$ cat config.mk
export PLATFORM = sky130hd
export DESIGN_NAME = level_score_tracker
export DESIGN_NICKNAME = d
export VERILOG_FILES = /design/src/rtl/level_score_tracker.sv
export SDC_FILE = /design/constraint.sdc
export NUM_CORES = 1
export LEC_CHECK = 0
export ABC_AREA = 0
export CAP_MARGIN = 25
export CORE_UTILIZATION = 51
export CTS_CLUSTER_SIZE = 24
export DETAILED_ROUTE_END_ITERATION = 8
export PLACE_DENSITY = 0.87
export SLEW_MARGIN = 0
export SYNTH_ARGS = -nofsm -noshare
export SYNTH_HDL_FRONTEND = slang
export SYNTH_SLANG_ARGS = --single-unit
$ cat constraint.sdc
create_clock -name clk -period 7.4 [get_ports clk]
set_input_delay 0.74 -clock clk [delete_from_list [all_inputs] [get_ports clk]]
set_output_delay 0.74 -clock clk [all_outputs]
set_load 0.005 [all_outputs]
$ cat src/rtl/level_score_tracker.sv
// level_score_tracker
//   Game-progress bookkeeping. Accepts line-clear reports and keeps a BCD
//   score, a saturating binary line total and the current level. A report's
//   base points are added (level+1) times, one BCD add per cycle. The line
//   and level bookkeeping then happens in a single update cycle.
//
// Ports
//   clk             system clock
//   srst            synchronous active-high reset
//   game_start_i    one-cycle pulse, clears everything like srst
//   lines_valid_i   line-clear report strobe
//   lines_cnt_i     lines cleared in this report (1..4 accepted)
//   busy_o          accumulation in progress, reports dropped while high
//   score_o         BCD score, digit 0 in [3:0]
//   lines_total_o   binary total lines, saturates at 65535
//   level_o         current level, 0..MAX_LEVEL
//   level_changed_o one-cycle pulse when the level increments
module level_score_tracker #(
    parameter int unsigned LINES_PER_LEVEL = 10,
    parameter int unsigned MAX_LEVEL       = 15,
    parameter int unsigned SCORE_DIGITS    = 6
) (
    input  logic                      clk,
    input  logic                      srst,
    input  logic                      game_start_i,
    input  logic                      lines_valid_i,
    input  logic [2:0]                lines_cnt_i,
    output logic                      busy_o,
    output logic [4*SCORE_DIGITS-1:0] score_o,
    output logic [15:0]               lines_total_o,
    output logic [4:0]                level_o,
    output logic                      level_changed_o
);

    localparam int unsigned SW = 4 * SCORE_DIGITS;

    typedef enum logic [1:0] {IDLE, ADD, UPDATE} state_t;

    state_t        state_q, state_d;
    logic [SW-1:0] score_q, score_d;
    logic [SW-1:0] base_q, base_d;
    logic [15:0]   lines_total_q, lines_total_d;
    logic [4:0]    level_q, level_d;
    logic [7:0]    lil_q, lil_d;
    logic [2:0]    cnt_q, cnt_d;
    logic [5:0]    reps_q, reps_d;
    logic          pulse_q, pulse_d;

    logic [SW-1:0] bcd_sum;
    logic          bcd_carry;
    logic [4:0]    dsum;
    logic [16:0]   lt_sum;
    logic [8:0]    lil_sum;

    // Ripple BCD add of the base points; a carry out of the top digit
    // saturates to all 9s, and an all-9s score then keeps carrying out,
    // so saturation is sticky without a separate flag.
    always_comb begin
        bcd_sum   = '0;
        bcd_carry = 1'b0;
        dsum      = '0;
        for (int unsigned i = 0; i < SCORE_DIGITS; i++) begin
            dsum = {1'b0, score_q[4*i +: 4]} + {1'b0, base_q[4*i +: 4]}
                 + {4'b0, bcd_carry};
            if (dsum > 5'd9) begin
                dsum      = dsum + 5'd6;
                bcd_carry = 1'b1;
            end else begin
                bcd_carry = 1'b0;
            end
            bcd_sum[4*i +: 4] = dsum[3:0];
        end
        if (bcd_carry) begin
            bcd_sum = {SCORE_DIGITS{4'h9}};
        end
    end

    assign lt_sum  = {1'b0, lines_total_q} + {14'b0, cnt_q};
    assign lil_sum = {1'b0, lil_q} + {6'b0, cnt_q};

    always_comb begin
        state_d       = state_q;
        score_d       = score_q;
        base_d        = base_q;
        lines_total_d = lines_total_q;
        level_d       = level_q;
        lil_d         = lil_q;
        cnt_d         = cnt_q;
        reps_d        = reps_q;
        pulse_d       = 1'b0;

        if (srst || game_start_i) begin
            state_d       = IDLE;
            score_d       = '0;
            base_d        = '0;
            lines_total_d = '0;
            level_d       = '0;
            lil_d         = '0;
            cnt_d         = '0;
            reps_d        = '0;
        end else begin
            unique case (state_q)
                IDLE: begin
                    if (lines_valid_i && (lines_cnt_i >= 3'd1) && (lines_cnt_i <= 3'd4)) begin
                        cnt_d  = lines_cnt_i;
                        reps_d = {1'b0, level_q} + 6'd1;
                        case (lines_cnt_i)
                            3'd1:    base_d = SW'(16'h0040);
                            3'd2:    base_d = SW'(16'h0100);
                            3'd3:    base_d = SW'(16'h0300);
                            default: base_d = SW'(16'h1200);
                        endcase
                        state_d = ADD;
                    end
                end
                ADD: begin
                    score_d = bcd_sum;
                    if (reps_q == 6'd1) begin
                        state_d = UPDATE;
                    end else begin
                        reps_d = reps_q - 6'd1;
                    end
                end
                UPDATE: begin
                    lines_total_d = lt_sum[16] ? 16'hFFFF : lt_sum[15:0];
                    if (lil_sum >= 9'(LINES_PER_LEVEL)) begin
                        lil_d = 8'(lil_sum - 9'(LINES_PER_LEVEL));
                        if (level_q < 5'(MAX_LEVEL)) begin
                            level_d = level_q + 5'd1;
                            pulse_d = 1'b1;
                        end
                    end else begin
                        lil_d = lil_sum[7:0];
                    end
                    state_d = IDLE;
                end
                default: state_d = IDLE;
            endcase
        end
    end

    always_ff @(posedge clk) begin
        state_q       <= state_d;
        score_q       <= score_d;
        base_q        <= base_d;
        lines_total_q <= lines_total_d;
        level_q       <= level_d;
        lil_q         <= lil_d;
        cnt_q         <= cnt_d;
        reps_q        <= reps_d;
        pulse_q       <= pulse_d;
    end

    assign busy_o          = (state_q != IDLE);
    assign score_o         = score_q;
    assign lines_total_o   = lines_total_q;
    assign level_o         = level_q;
    assign level_changed_o = pulse_q;

endmodule

==> After elaboration in Yosys (flattened, before gate mapping) <==
Cells that the tools add are included.
{ "totals": {"ff_bits": 89, "inputBits": 7, "output_inout_bits": 47, "word_cells": 87} }
{ "classes": {"add_sub_neg": 23, "magnitude_cmp": 10, "eq_ne": 9, "n_mux": 23, "n_bitwise": 2, "reduce_logical": 11} }
{ "op_table": {"columns": ["cell", "n"], "rows": [
  ["13-bit one-hot mux with 3 select lines", 1],
  ["4-bit by 4-bit adder with 5-bit output", 6],
  ["5-bit by 4-bit > comparator with 1-bit output (second input constant)", 6],
  ["5-bit by 1-bit adder with 5-bit output", 5],
  ["4-bit by 3-bit adder with 4-bit output (second input constant)", 6],
  ["24-bit 2-to-1 mux", 1],
  ["4-bit 2-to-1 mux", 6],
  ["16-bit by 3-bit adder with 17-bit output", 1],
  ["16-bit 2-to-1 mux", 1],
  ["6-bit 2-to-1 mux", 2],
  ["6-bit one-hot mux with 2 select lines", 1],
  ["8-bit by 3-bit adder with 9-bit output", 1],
  ["9-bit by 4-bit >= comparator with 1-bit output (second input constant)", 1],
  ["8-bit 2-to-1 mux", 1],
  ["8-bit by 4-bit subtractor with 8-bit output (second input constant)", 1],
  ["1-bit 2-to-1 mux", 7],
  ["5-bit by 1-bit adder with 6-bit output (second input constant)", 1],
  ["3-bit by 2-bit == test with 1-bit output (second input constant)", 2],
  ["6-bit by 1-bit == test with 1-bit output (second input constant)", 1],
  ["2-bit inequality test (second input constant)", 3],
  ["3-bit AND reduction", 2],
  ["6-bit by 1-bit subtractor with 6-bit output (second input constant)", 1],
  ["5-bit by 1-bit adder with 5-bit output (second input constant)", 1],
  ["5-bit by 4-bit less-than comparator with 1-bit output (second input constant)", 1],
  ["other kinds (14)", 19]
]} }

==> Longest topological paths before layout <==
Gate-level depths: netlist (run 1).
{ "depth": {"ltp_word": 19, "mapped_depth": 42, "depth_no_buf": 42} }

==> Worst setup path after synthesis (run 1) <==
Ideal clock, no wire load.
{ "synth_timing": {"kind": "register -> register", "start": "register score_q[1], in the netlist score_o[1]", "end": "register score_q[3], in the netlist score_o[3]", "setup_ns": 0.127, "arrival_ns": 7.340, "required_time_ns": 7.273, "slack_ns": -0.066, "path_stages_with_launch": 39, "path_buffers": 1, "synth_period_minus_slack_ns": 7.466, "path_cell_list": "dfxtp_1 > inv_1 > ha_1 > inv_1 > ha_1 > a31oi_1 > a41oi_1 > ha_1 > ha_1 > clkbuf_1 > o32a_1 > o22ai_1 > fa_1 > inv_1 > fa_1 > xnor2_1 > ha_1 > o31ai_1 > (+3 left out) > xor2_1 > o21ai_0 > nand2_1 > o21ai_0 > ha_1 > nand3_1 > xor2_1 > o21ai_0 > nand2_1 > o21ai_0 > ha_1 > ha_1 > o21a_1 > o221a_2 > nor2_1 > nand2_1 > o21ai_0 > a21oi_1"} }
{ "synth_via": {"elab_chain_len": 19, "elab_cells_between_ends": 21, "classes_between": "7 x add/sub; 6 x order compare; 8 x mux"} }
{ "synth_rtl": {"columns": ["element", "line", "source"], "rows": [
  ["from (decl)", "40", "logic [SW-1:0] score_q, score_d;"],
  ["from (signal assigned)", "144", "score_q <= score_d;"],
  ["4-bit by 4-bit adder with 5-bit output *", "63", "dsum = {1'b0, score_q[4*i +: 4]} + {1'b0, base_q[4*i +: 4]}"],
  ["5-bit by 4-bit > comparator with 1-bit output", "65", "if (dsum > 5'd9) begin"],
  ["1-bit 2-to-1 mux", "65", null],
  ["5-bit by 1-bit adder with 5-bit output", "64", "+ {4'b0, bcd_carry};"],
  ["5-bit by 4-bit > comparator with 1-bit output", "65", null],
  ["1-bit 2-to-1 mux", "65", null],
  ["5-bit by 1-bit adder with 5-bit output", "64", null],
  ["5-bit by 4-bit > comparator with 1-bit output", "65", null],
  ["(+3 left out)", null, null],
  ["1-bit 2-to-1 mux", "65", null],
  ["5-bit by 1-bit adder with 5-bit output", "64", null],
  ["5-bit by 4-bit > comparator with 1-bit output", "65", null],
  ["1-bit 2-to-1 mux", "65", null],
  ["5-bit by 1-bit adder with 5-bit output", "64", null],
  ["5-bit by 4-bit > comparator with 1-bit output", "65", null],
  ["1-bit 2-to-1 mux", "65", null],
  ["24-bit 2-to-1 mux *", "73", "if (bcd_carry) begin"]
]} }
Mark *: on every way between the ends. The rest lies on a longest branch, timed or not.
A chain may end at the register's enable or synchronous reset.

==> Worst setup path after layout (run 1) <==
{ "layout_timing": {"start": "register score_q[1], in the netlist score_o[1]", "end": "register score_q[22], in the netlist score_o[22]"} }
{ "layout_via": {"elab_chain_len": 19, "elab_cells_between_ends": 21, "classes_between": "7 x add/sub; 6 x order compare; 8 x mux"} }
{ "layout_rtl": {"columns": ["element", "line"], "rows": [
  ["4-bit by 4-bit adder with 5-bit output *", "63"],
  ["5-bit by 4-bit > comparator with 1-bit output *", "65"],
  ["1-bit 2-to-1 mux *", "65"],
  ["5-bit by 1-bit adder with 5-bit output *", "64"],
  ["5-bit by 4-bit > comparator with 1-bit output *", "65"],
  ["1-bit 2-to-1 mux *", "65"],
  ["5-bit by 1-bit adder with 5-bit output *", "64"],
  ["5-bit by 4-bit > comparator with 1-bit output *", "65"],
  ["(+3 left out)", null],
  ["1-bit 2-to-1 mux *", "65"],
  ["5-bit by 1-bit adder with 5-bit output *", "64"],
  ["5-bit by 4-bit > comparator with 1-bit output *", "65"],
  ["1-bit 2-to-1 mux *", "65"],
  ["5-bit by 1-bit adder with 5-bit output *", "64"],
  ["4-bit by 3-bit adder with 4-bit output or 5-bit by 4-bit > comparator with 1-bit output (tied branches)", "66, 65"],
  ["4-bit 2-to-1 mux or 1-bit 2-to-1 mux (tied branches)", "65"],
  ["24-bit 2-to-1 mux *", "73"]
]} }
Marks and branches as above.

==> flow_summary.toml, run 1 <==
[sta]
fmax_mhz = 134
finalWorstSetupSlack_ns = -0.0646
setup-violations-final = 2
relSlewSlack_pct = 32.3
skew_ns = 0.0155
worst_pin_slew_ns = 1.02
slew_viol_final = 0
min_period_over_period_pct = 101
fin_crit_ns = 7.46
hold-worst-slack_ns = 0.464
hold_viol = 0

[clock_tree]
htreeDepth = 3
clock_latency_ns = 0.36
clkSinkCount = 69
cts_root_buffer = "clkbuf_8"
cts_tree = "done"
cts_buffer_depth = 2
cts.clk_slew.worst_paths_ns = 0.08
cts_made_buffers = 9
postCtsHoldBufs = 0

[synth]
yosysTopAreaCellShare_pct = 32.2
synth_warnings = 0
postSynthAreaPerCell_um2 = 8.04
yosysSeqAreaShare_pct = 32.2
synthCells = 533
synth_edf_count = 0
postSynth.asyncResetShare_pct = 0
ys_seq_elements = 69
ys.flop_type = "dfxtp_1"
syn_area_um2 = 4290
yosysTopAreaCell = "dfxtp_1"
synth_fp_nets = 571
synth.distinct_cells = 56
synthTopCellsByArea = "dfxtp_1 32%, ha_1 7.6%, a21oi_1 6.2%"

[die]
start_util_pct = 52.4
rows = 33
core_area_um2 = 8180
die_h_um = 93.7
dieWidth_um = 93.7
die-area_um2 = 8780
ios = 54

[layout]
drive_gt1_share_pct = 15.2
fillCellCount = 632
postLayoutCellArea_um2 = 5430
layout_commonest_cell = "dfxtp_1"
finish.utilization_pct = 66.4
antenna_cells = 0
final_cell_mix = "67 x dfxtp_1, 59 x nor2_1, 53 x clkdlybuf4s50_1, 52 x a21oi_1, 42 x nand2_1"
syn_to_final_growth_pct = 26.6
fin_nets = 631

[grt]
grt_pass1_wl_um = 17800
grt_max_degree = 60
grt_overflow = 0
grt_pass1_vias = 3934
gr-usage-all-layers_pct = 25.5
antenna_found_initial = 0

[route]
wirelength_um = 12100
post_drt_wl_per_cell_um = 17.2
avgViaCountPerCell = 6.11
drcViolationCount = 0
ant_nets = 0
via_count = 4293
drtPass1Iterations = 6
drt_iter0_markers = 241

[setup_path]
worst_ep_arrival_time_ns = 7.75
critical_path_class = "reg -> reg"
startpoint = "score_o[1]"
rrSetupSlack_ns = -0.06
r2r-end = "score_o[22]"
critPathRequiredTime_ns = 7.69
start_kind = "flop"
reg2reg_from = "score_o[1]"
crit_slowest_cell = "fa_2"
crit_path_end = "score_o[22]"
critical_path.max_fanout = 8
reg2reg_depth = 37
cp_slowest_stage_delay_ns = 0.55
worst_setup_path_end_kind = "flop"
crit_top_cell = "nand2_1"

[power_and_ir_drop]
ir_worst_vdd_v = 0.000156
power_w = 0.000756
leakagePower_nw = 1.98
cellPowerDensity_nw_per_um2 = 139

[placement]
place_congestion = 0.895
placed_area_um2 = 4870
port_buffers = 53
preCtsSetupSlack_ns = -0.408
hpwl_um = 7280

[outcome]
status = "finished, violations left"
failed_checks = "negative setup slack"

[hold_path]
hp-class = "reg -> reg"

[run]
drv_cap = 0
## how the worst min path moves through the flow
stage             start       end  cells past startpoint
2_1_floorplan  lil_q[0]  lil_q[0]                      2
4_1_cts        lil_q[0]  lil_q[0]                      2
3_3_place_gp   lil_q[0]  lil_q[0]                      2
6_report       lil_q[0]  lil_q[0]                      2
5_1_grt        lil_q[0]  lil_q[0]                      2
3_5_place_dp   lil_q[0]  lil_q[0]                      2
## Yosys cell counts (3+ instances only)
master    number
fa_1           5
nor4b_1        5
nor3_1        16
buf_6          3
buf_2          3
a311oi_1       4
o22ai_1        3
a21o_1         6
xor2_1        11
dfxtp_1       69
and3_1         8
o31ai_1        3
nand3b_1       4
nand3_1       15
or3_1          3
a211oi_1       5
o21ai_0       30
mux2i_1        6
nor2b_1       10
a21oi_1       53
a31oi_1        9
xnor2_1       23
nor2_1        61
o211ai_1       4
a22oi_1       11
o21a_1         4
ha_1          26
clkbuf_1      22
nand2_1       42
inv_1         32
## sequential cells by signal, indices dropped and copies added, names as in the netlist
| signal | cells |
|---|---|
| level_o | 5 |
| reps_q | 6 |
| cnt_q | 3 |
| base_q | 4 |
| state_q | 2 |
| score_o | 24 |
| lil_q | 8 |
| level_changed_o | 1 |
| lines_total_o | 16 |
## timing repair
| action | in CTS | in global routing |
|---|---|---|
| buffers inserted | 4 | 13 |
| resized for setup | 14 | 39 |
| pin swaps | 2 | 18 |
| setup endpoints to repair | 23 | 23 |
## worst max-delay path, delay by kind of cell, from the launching register on
family	cells	cell delay [ns]
adder cells (fa/ha/maj)	11	3.01
AO/OA/AOI/OAI	14	2.78
AND/OR/NAND/NOR	5	0.56
buffers and inverters	6	0.52
flip-flops	1	0.34
XOR/XNOR	1	0.20
## cell type report
type | count | area [um2] | area share (%)
clock buffers | 9 | 124 | 2.28
clock inverters | 7 | 78.8 | 1.45
inverters | 32 | 120 | 2.21
multi-input cells | 403 | 2870 | 52.8
flip-flops and latches | 69 | 1380 | 25.5
well taps | 105 | 131 | 2.42
repair buffers | 78 | 726 | 13.4
## power breakdown
part | switching [W] | internal (W)
sequential | 0.00000350 | 0.000374
combinational | 0.0000314 | 0.0000196
clock | 0.000167 | 0.000160
## per-layer routing
metal | GRT usage [%] | wire length [um] | vias up | part of all wire [%]
met5 | 0 | 0 | - | 0
met4 | 9.36 | 403 | 0 | 3.3
met3 | 5.58 | 611 | 47 | 5.1
met2 | 44.8 | 6090 | 190 | 50
met1 | 30.4 | 4960 | 2046 | 41
li1 | - | - | 2010 | -
## kinds of logic (layout without fill, tap and decap cells)
family	Yosys count	count (layout)	share of synthesized area, %
flops	69	69	32.2
simple gates	177	177	19.6
xor+xnor	34	34	6.95
compound gates	153	153	23.3
mux	8	8	2.01
fa+ha+maj	31	31	9.92
buf+inv	61	126	5.98
## stage by stage
| stage | std cells | setup TNS (ns) |
|---|---|---|
| final | 703 | -0.0646 |
| after global routing | 703 | -3.52 |
| after CTS | 690 | 0 |
| after detailed placement | 670 | -6.17 |
| after global placement | 670 | 0 |
| after floorplan | 533 | 0 |
No activity file was read; power rests on OpenSTA's default activity.
==> run 2: changes to the inputs <==
- PLACE_DENSITY: 0.87 -> 0.85
==> run 2 against run 1 <==
Net effect:
- the run now ends clean
- cell area rose by 1.9%
- register-to-register slack gained 0.25 ns
- maximum frequency is 3.5% higher
- non-clock buffer count is the same
- via count is 1.7% lower
- critical endpoint is now score_o[19]
- power increased by 20%
- largest cell class unchanged
- clock power grew 46%
- utilization is 1.3 points higher
- cell count unchanged
==> flow_summary.toml, run 2 (same netlist as run 1, synthesis figures left out) <==
[die]
dieWidth_um = 93.7
core_area_um2 = 8180
die_h_um = 93.7
rows = 33
ios = 54
die-area_um2 = 8780
start_util_pct = 52.4

[power_and_ir_drop]
p_sw_share_pct = 20.6
ir_worst_vdd_v = 0.000111
comb_power_share_pct = 5.5
seq_power_share_pct = 41.7
leakagePower_nw = 2.04
power.share.clock_pct = 52.8
p_switching_w = 0.000186
p_int_w = 0.000718
power_w = 0.000905
cellPowerDensity_nw_per_um2 = 163

[setup_path]
crit_top_cell = "ha_4"
crit_slowest_cell = "fa_2"
critPathRequiredTime_ns = 7.61
worst_ep_arrival_time_ns = 7.43
start_kind = "flop"
rrSetupSlack_ns = 0.18
cp_slowest_stage_delay_ns = 0.42
critical_path.max_fanout = 7
critPathBufInv = 4
cp_top_family = "adder cells"
worst_setup_path_end_kind = "flop"
critical_path_class = "reg -> reg"

[hold_path]
hp-class = "reg -> reg"

[grt]
grt_overflow = 0
grt_pass1_wl_um = 17100
gr-usage-all-layers_pct = 24.9
antenna_found_initial = 0
grt_max_degree = 60
grt_pass1_vias = 3771

[clock_tree]
cts_made_buffers = 9
cts_root_buffer = "clkbuf_8"
postCtsHoldBufs = 0
clkSinkCount = 69
cts_tree = "done"
cts_buffer_depth = 2
cts.clk_slew.worst_paths_ns = 0.08
clock_latency_ns = 0.36
htreeDepth = 3

[sta]
fin_crit_ns = 7.22
relSlewSlack_pct = 35.2
hold_viol = 0
skew_ns = 0.0136
worst_pin_slew_ns = 0.971
min_period_over_period_pct = 97.5
fmax_mhz = 139
fin_tns_setup_ns = 0
slew_viol_final = 0
setup-violations-final = 0

[placement]
hpwl_um = 7070
port_buffers = 53
place_congestion = 0.908

[layout]
final_cell_mix = "67 x dfxtp_1, 60 x nor2_1, 53 x clkdlybuf4s50_1, 51 x a21oi_1, 41 x nand2_1"
drive_gt1_share_pct = 15.1
layout_commonest_cell = "dfxtp_1"
largest_reg_flops = 24
finish.utilization_pct = 67.7
antenna_cells = 0
syn_to_final_growth_pct = 29.1
fin_nets = 631

[route]
avgViaCountPerCell = 6.00
post_drt_wl_per_cell_um = 16.4
wirelength_um = 11500
via_count = 4221
drcViolationCount = 0
drtPass1Iterations = 5
ant_nets = 0
drt_iter0_markers = 284

[run]
drv_cap = 0

[outcome]
status = "finished, final reports clean"
## run 2: final cells by class
| class | count | area, um2 |
|---|---|---|
| timing repair buffer | 78 | 729 |
| sequential | 69 | 1380 |
| inverter | 32 | 120 |
| tap | 105 | 131 |
| clock inverter | 7 | 185 |
| multi-input combinational | 403 | 2860 |
| clock buffer | 9 | 124 |
| fill | 618 | 2640 |
## run 2: per-stage QoR
stage / instance area, um2 / instances / setup WS [ns] / hold slack, ns
2_1_floorplan: 4290 / 533 / 0.0579 / 0.441
3_3_place_gp: 4870 / 670 / 0.135 / 0.449
3_5_place_dp: 4890 / 671 / -0.230 / 0.455
4_1_cts: 5250 / 687 / 0.0265 / 0.466
5_1_grt: 5530 / 703 / -0.189 / 0.493
6_report: 5530 / 703 / 0.185 / 0.468
## run 2: tightest hold or removal path: stages, from the launching register on
cell and delay (ns):
dfxtp_1 0.32, nand2_1 0.05, a21oi_1 0.05
## run 2: power groups by stage
stage | sequential (W) | combinational [W] | clock [W]
2_1_floorplan | 0.000385 | 0.0000308 | 0
3_3_place_gp | 0.000385 | 0.0000440 | 0
3_5_place_dp | 0.000385 | 0.0000457 | 0
4_1_cts | 0.000377 | 0.0000464 | 0.000484
5_1_grt | 0.000377 | 0.0000544 | 0.000500
6_report | 0.000377 | 0.0000497 | 0.000478
## run 2: timing repair
action	CTS	global route
setup buffers	0	16
pin swaps	0	18
gates resized for setup	11	42
endpoints found under the setup margin	20	23
cloned	0	0
## run 2: final timing paths
path,start,endpoint,depth (start not counted)
min reg2reg,lil_q[0],lil_q[0],2
max reg2reg,score_o[1],score_o[19],36
max,score_o[1],score_o[19],36
min,lil_q[0],lil_q[0],2
## run 2: layer usage
layer | wire length (um) | vias to the layer above | global-route usage (%)
met5 | 0 | - | 0
met4 | 261 | 0 | 11.4
met3 | 715 | 26 | 5.10
met2 | 5640 | 167 | 42.6
met1 | 4900 | 2020 | 29.7
li1 | - | 2008 | -
==> run 3: changes to the inputs <==
- ABC_CLOCK_PERIOD_IN_PS: unset -> 7400
==> results of run 3 <==
The final DEF is identical to that of run 2; final timing and power are the same.
